**config.mk**
```make
export PLATFORM = sky130hd
export DESIGN_NAME = fifo_access_arbiter_flat
export DESIGN_NICKNAME = d
export VERILOG_FILES = /design/src/rtl/fifo_access_arbiter_if.sv /design/src/rtl/fifo_access_arbiter.sv /design/src/flat_wrapper.sv
export SDC_FILE = /design/constraint.sdc
export NUM_CORES = 1
export LEC_CHECK = 0
export CORE_MARGIN = 10
export CORE_UTILIZATION = 39
export DETAILED_ROUTE_END_ITERATION = 10
export PLACE_DENSITY = 0.8
export REMOVE_ABC_BUFFERS = 1
export SLEW_MARGIN = 20
export SYNTH_ARGS = -nofsm -noshare
export SYNTH_HDL_FRONTEND = slang
export SYNTH_SLANG_ARGS = --single-unit
export TNS_END_PERCENT = 100
```
**constraint.sdc**
```tcl
create_clock -name i_clk -period 2.73 [get_ports i_clk]
set_input_delay 0.546 -clock i_clk [delete_from_list [all_inputs] [get_ports i_clk]]
set_output_delay 0.546 -clock i_clk [all_outputs]
set_load 0.02 [all_outputs]
```
**src/rtl/fifo_access_arbiter_if.sv**
```systemverilog
// Bus between the FIFO access arbiter, its requesters and the shared FIFO.
// The arbiter takes the slave modport; the requesters and FIFO side take master.
interface fifo_access_arbiter_if #(
  parameter int DATA_WIDTH = 32
);
  logic [1:0]            WrReq;
  logic [DATA_WIDTH-1:0] WrData0;
  logic [DATA_WIDTH-1:0] WrData1;
  logic [1:0]            WrGnt;
  logic [1:0]            RdReq;
  logic [1:0]            RdGnt;
  logic [1:0]            RdValid;
  logic [DATA_WIDTH-1:0] RdData;
  logic [1:0]            Opcode;
  logic [DATA_WIDTH-1:0] Din;
  logic [DATA_WIDTH-1:0] FifoDout;
  logic [3:0]            Level;

  modport slave (
    input  WrReq, WrData0, WrData1, RdReq, FifoDout,
    output WrGnt, RdGnt, RdValid, RdData, Opcode, Din, Level
  );

  modport master (
    output WrReq, WrData0, WrData1, RdReq, FifoDout,
    input  WrGnt, RdGnt, RdValid, RdData, Opcode, Din, Level
  );
endinterface

```
**src/rtl/fifo_access_arbiter.sv**
```systemverilog
// Arbiter sharing one FIFO between two writers and two readers.
// One operation per cycle, registered FIFO command outputs, a shadow
// occupancy count instead of the FIFO flags, and a two-stage reader tag
// pipeline that routes returning FIFO data to the granted reader.
module fifo_access_arbiter #(
  parameter int DATA_WIDTH = 32,
  parameter int MAX_LEVEL  = 15
) (
  input  logic                   i_clk,
  input  logic                   i_reset,
  fifo_access_arbiter_if.slave   io_bus
);

  typedef enum logic [1:0] {
    ST_IDLE  = 2'b00,
    ST_WRITE = 2'b01,
    ST_READ  = 2'b10
  } state_t;

  localparam logic [3:0] LP_MAX_LEVEL = 4'(MAX_LEVEL);

  // FSM state doubles as the registered Opcode
  state_t                r_state;
  logic [1:0]            r_wr_gnt;
  logic [1:0]            r_rd_gnt;
  logic [DATA_WIDTH-1:0] r_din;
  logic [3:0]            r_level;
  logic                  r_wr_ptr;     // preferred writer on contention
  logic                  r_rd_ptr;     // preferred reader on contention
  logic                  r_last_write; // 1: last op was WRITE, 0: READ

  // Read return path
  logic [1:0]            r_tag2;       // reader id one cycle after RdGnt
  logic [1:0]            r_rd_valid;
  logic [DATA_WIDTH-1:0] r_rd_data;

  logic                  w_wr_elig;
  logic                  w_rd_elig;
  state_t                w_next;
  logic                  w_wr_idx;
  logic                  w_rd_idx;
  logic [DATA_WIDTH-1:0] w_wr_data;

  assign w_wr_elig = (|io_bus.WrReq) && (r_level < LP_MAX_LEVEL);
  assign w_rd_elig = (|io_bus.RdReq) && (r_level != 4'd0);

  // Round-robin pick: take the preferred requester if it asks, else the other one
  assign w_wr_idx  = io_bus.WrReq[r_wr_ptr] ? r_wr_ptr : ~r_wr_ptr;
  assign w_rd_idx  = io_bus.RdReq[r_rd_ptr] ? r_rd_ptr : ~r_rd_ptr;
  assign w_wr_data = w_wr_idx ? io_bus.WrData1 : io_bus.WrData0;

  // Choose the operation type; contention alternates against the last op
  always_comb begin
    w_next = ST_IDLE;
    if (w_wr_elig && w_rd_elig) begin
      w_next = r_last_write ? ST_READ : ST_WRITE;
    end else if (w_wr_elig) begin
      w_next = ST_WRITE;
    end else if (w_rd_elig) begin
      w_next = ST_READ;
    end else begin
      w_next = ST_IDLE;
    end
  end

  // Arbitration FSM with registered grants, FIFO command and shadow level
  always_ff @(posedge i_clk) begin
    if (i_reset) begin
      r_state      <= ST_IDLE;
      r_wr_gnt     <= 2'b00;
      r_rd_gnt     <= 2'b00;
      r_din        <= '0;
      r_level      <= 4'd0;
      r_wr_ptr     <= 1'b0;
      r_rd_ptr     <= 1'b0;
      r_last_write <= 1'b0;
    end else begin
      r_state  <= w_next;
      r_wr_gnt <= 2'b00;
      r_rd_gnt <= 2'b00;
      case (w_next)
        ST_WRITE: begin
          r_wr_gnt     <= w_wr_idx ? 2'b10 : 2'b01;
          r_din        <= w_wr_data;
          r_level      <= r_level + 4'd1;
          r_wr_ptr     <= ~w_wr_idx;
          r_last_write <= 1'b1;
        end
        ST_READ: begin
          r_rd_gnt     <= w_rd_idx ? 2'b10 : 2'b01;
          r_level      <= r_level - 4'd1;
          r_rd_ptr     <= ~w_rd_idx;
          r_last_write <= 1'b0;
        end
        default: begin
          r_level <= r_level;
        end
      endcase
    end
  end

  // Carry the reader id alongside the FIFO read latency and capture FifoDout
  always_ff @(posedge i_clk) begin
    if (i_reset) begin
      r_tag2     <= 2'b00;
      r_rd_valid <= 2'b00;
      r_rd_data  <= '0;
    end else begin
      r_tag2     <= r_rd_gnt;
      r_rd_valid <= r_tag2;
      if (|r_tag2) begin
        r_rd_data <= io_bus.FifoDout;
      end else begin
        r_rd_data <= r_rd_data;
      end
    end
  end

  assign io_bus.Opcode  = r_state;
  assign io_bus.WrGnt   = r_wr_gnt;
  assign io_bus.RdGnt   = r_rd_gnt;
  assign io_bus.Din     = r_din;
  assign io_bus.Level   = r_level;
  assign io_bus.RdValid = r_rd_valid;
  assign io_bus.RdData  = r_rd_data;

endmodule

```
**src/flat_wrapper.sv**
```systemverilog
// flat-port wrapper written by rule: the top's interface ports become plain ports
module fifo_access_arbiter_flat 
#(
  parameter int DATA_WIDTH = 32,
  parameter int MAX_LEVEL  = 15
)
  (i_clk, i_reset, io_bus_WrReq, io_bus_WrData0, io_bus_WrData1, io_bus_RdReq, io_bus_FifoDout, io_bus_WrGnt, io_bus_RdGnt, io_bus_RdValid, io_bus_RdData, io_bus_Opcode, io_bus_Din, io_bus_Level);
  fifo_access_arbiter_if #(.DATA_WIDTH(DATA_WIDTH)) io_bus_i ();
  input  logic i_clk;
  input  logic i_reset;
  input wire logic [$bits(io_bus_i.WrReq)-1:0] io_bus_WrReq;
  input wire logic [$bits(io_bus_i.WrData0)-1:0] io_bus_WrData0;
  input wire logic [$bits(io_bus_i.WrData1)-1:0] io_bus_WrData1;
  input wire logic [$bits(io_bus_i.RdReq)-1:0] io_bus_RdReq;
  input wire logic [$bits(io_bus_i.FifoDout)-1:0] io_bus_FifoDout;
  output wire logic [$bits(io_bus_i.WrGnt)-1:0] io_bus_WrGnt;
  output wire logic [$bits(io_bus_i.RdGnt)-1:0] io_bus_RdGnt;
  output wire logic [$bits(io_bus_i.RdValid)-1:0] io_bus_RdValid;
  output wire logic [$bits(io_bus_i.RdData)-1:0] io_bus_RdData;
  output wire logic [$bits(io_bus_i.Opcode)-1:0] io_bus_Opcode;
  output wire logic [$bits(io_bus_i.Din)-1:0] io_bus_Din;
  output wire logic [$bits(io_bus_i.Level)-1:0] io_bus_Level;
  assign io_bus_i.WrReq = io_bus_WrReq;
  assign io_bus_i.WrData0 = io_bus_WrData0;
  assign io_bus_i.WrData1 = io_bus_WrData1;
  assign io_bus_i.RdReq = io_bus_RdReq;
  assign io_bus_i.FifoDout = io_bus_FifoDout;
  assign io_bus_WrGnt = io_bus_i.WrGnt;
  assign io_bus_RdGnt = io_bus_i.RdGnt;
  assign io_bus_RdValid = io_bus_i.RdValid;
  assign io_bus_RdData = io_bus_i.RdData;
  assign io_bus_Opcode = io_bus_i.Opcode;
  assign io_bus_Din = io_bus_i.Din;
  assign io_bus_Level = io_bus_i.Level;
  fifo_access_arbiter #(.DATA_WIDTH(DATA_WIDTH), .MAX_LEVEL(MAX_LEVEL)) u_core (.i_clk(i_clk), .i_reset(i_reset), .io_bus(io_bus_i));
endmodule
```
==> results of run 1 <==
## per-stage QoR
stage / cells / setup TNS (ns) / area (µm²)
2_1_floorplan: 329 / 0 / 3080
3_3_place_gp: 622 / -0.119 / 5100
3_5_place_dp: 622 / -0.339 / 5100
4_1_cts: 637 / 0 / 5340
5_1_grt: 637 / 0 / 5340
6_report: 637 / 0 / 5340
## Yosys cell counts
master    count  area, µm²
nor2b_1       5       31.3
clkbuf_1     22       82.6
inv_1         4       15.0
dfxtp_1      81       1620
ha_1          4       50.1
mux2i_4       1       22.5
buf_1         2       7.51
xor2_1        3       26.3
o22ai_1       1       6.26
nor3b_1       3       22.5
a21oi_1      35        175
nand2_1      66        248
and3b_1       1       8.76
a211oi_1     32        240
a21o_1        2       15.0
buf_8         2       30.0
mux2_2        1       11.3
o21ai_0       4       20.0
and3b_2       1       10.0
or3b_2        1       8.76
mux2i_1      35        350
or2_2         1       6.26
nor2_1       45        169
a32o_1        1       10.0
nor4_1        1       6.26
buf_6         1       11.3
or3_1         1       6.26
## sequential cells by signal (all words and copies together), names as in the netlist
| register | flops |
|---|---|
| u_core.io_bus.Din | 32 |
| u_core.io_bus.Level | 4 |
| u_core.io_bus.Opcode | 2 |
| u_core.io_bus.RdData | 32 |
| u_core.io_bus.RdGnt | 2 |
| u_core.io_bus.RdValid | 2 |
| u_core.io_bus.WrGnt | 2 |
| u_core.r_last_write | 1 |
| u_core.r_rd_ptr | 1 |
| u_core.r_tag2 | 2 |
| u_core.r_wr_ptr | 1 |
## cells by family after synthesis
group	synth area share [%]
AOI/OAI and AO/OA	14.5
xor gates and xnor gates	0.818
adders and majority gates	1.56
buffers and inverters	4.56
DFF	50.5
muxes	12.0
and+or+nand+nor	16.1
## what timing repair did
action,4_1_cts,5_1_grt
buffers inserted,0,0
gates resized for setup,0,1
endpoints found under the setup margin,0,1
hold buffers,0,0
## final cells by class
| class | instances | area [µm²] | area share (%) |
|---|---|---|---|
| clock buffer | 9 | 124 | 2.32 |
| sequential | 81 | 1620 | 30.4 |
| timing repair buffer | 188 | 1890 | 35.3 |
| multi-input combinational | 244 | 1450 | 27.1 |
| tap | 105 | 131 | 2.46 |
| clock inverter | 6 | 115 | 2.15 |
| inverter | 4 | 15.0 | 0.281 |
## path summary, 6_finish.rpt
path | start | end | slack, ns | cells after the start
max reg2reg | u_core.io_bus.Level[1] | u_core.io_bus.Level[3] | 0.35 | 9
min | u_core.io_bus.RdData[20] | u_core.io_bus.RdData[20] | 0.45 | 2
min reg2reg | u_core.io_bus.RdData[20] | u_core.io_bus.RdData[20] | 0.45 | 2
max | io_bus_WrReq[1] | u_core.io_bus.Level[3] | 0.23 | 9
## worst max-delay path: cells and delay by family
family / cells / cell delay (ns)
fa+ha+maj: 1 / 0.23
simple gates: 1 / 0.45
compound gates: 4 / 0.65
buf+inv: 2 / 0.55
mux: 1 / 0.32
## routing by layer
layer	vias up	part of all wire (%)
li1	1557	-
met1	1353	41
met2	126	47
met3	14	9.8
met4	0	1.9
met5	-	0
## power breakdown
group / internal [mW] / switching [mW]
clock: 0.609 / 0.430
combinational: 0.913 / 0.951
sequential: 1.43 / 0.154
total: 2.96 / 1.53
==> metrics, run 1 <==
f_max=approximately 0.4 GHz; Seq/Total Area, Yosys=50.5%; fillers=657; vias=3050; final wirelength=10000 µm; DP Worst Slack=-0.179 ns; drt pass-1 iters=4; DRT iter0 DRCs=93; Slew headroom=61.9%; maximum vdd drop=401 µV; via count of the first global-routing pass=3187; diode count=0; Least-Margin Pin Slew=0.571 ns; GRT Total Usage=15.8%; Crit path arrival time=between 2 and 3 ns; slowest stage cell, crit path=clkdlybuf4s50_1; number of I/O port buffers=177; post-layout minimum cycle time=roughly 2.5 ns; RSZ-0062 raised after global routing=false; CTS root buf=clkbuf_8; CTS buffer count=9; row count=33; initial antenna violation count=0; Avg Cell Area, Syn=9.02 µm²; Synth Register Bits=81; Avg Vias per Cell=roughly 4.8; Top Usage Layer GRT=met2; largest net degree at the start of global routing=54; Netlist cell types=27; Final nets=634; clock tree buffer depth=2; Core Util, Final=65.7%; initial core utilization=roughly two fifths; Hold Slack=0.451 ns; Slew Limit Fails=0; first-pass GRT wire length=16100 µm; Die H=111 µm; crit path cell chain=clkdlybuf4s50_1, o22ai_1, o21ai_1, inv_1, ha_1, or3b_2, o21ai_0, a32o_1, mux2_2; Final Hold Viols=0; worst-skew pair later-pin latency=0.35 ns; critical path capture point type=flop; met3 Track Usage GR=7.63%; clock-pin slew on the worst setup and hold paths=0.08 ns; total gr overflow=0; Max-Cap Viols=0; final antenna-violating net count=0; dpl hpwl=slightly below 8000 µm; # IOs=178; mapped cell area=0.00321 mm²; final worst slack=0.234 ns; worst setup path class=input pin to flop; outcome=completed; final period utilization=91.4%; Yosys warning count=0; Area growth, synth to finish=66.3%; Max FO, Critical Path=4; DRC=0; DR WL/cell=15.8 µm; CP peak stage delay=approximately 0.46 ns; gpl congestion=0.851; die area=0.0123 mm²; crit start category=input pin; CTS tree=yes; Die Wd=111 µm; CORE AREA=between 0.008 and 0.009 mm²; Data required, critical path=2.98 ns; final setup violation count=0; Pwr Density=~840 mW/mm²; most common cell after layout, fill and taps aside=clkdlybuf4s50_1; Tot Pwr=4.49 mW; clock sinks=81; H-tree depth=3; most frequent cells in the layout=176 x clkdlybuf4s50_1, 81 x dfxtp_1, 66 x nand2_1; grt met1 use=17.2%; M2 GR Usage=26.0%; Hold Path Class=flop to flop; Leak Pwr=2.05 nW; Mapped Cells=approximately 360; Setup Skew=about 0.0080 ns; ratio of cells with drive above 1 in the final layout=6.39%
No activity file was read; power rests on OpenSTA's default activity.
==> run 2, diff against run 1 <==
- SLEW_MARGIN: 20 -> 5
==> results of run 2 <==
Same layout as run 1: the final DEF is identical, and so are final timing and power.
==> run 3, diff against run 2 <==
- CAP_MARGIN: unset -> 30
==> results of run 3 <==
Same layout as run 1: the final DEF is identical, and so are final timing and power.
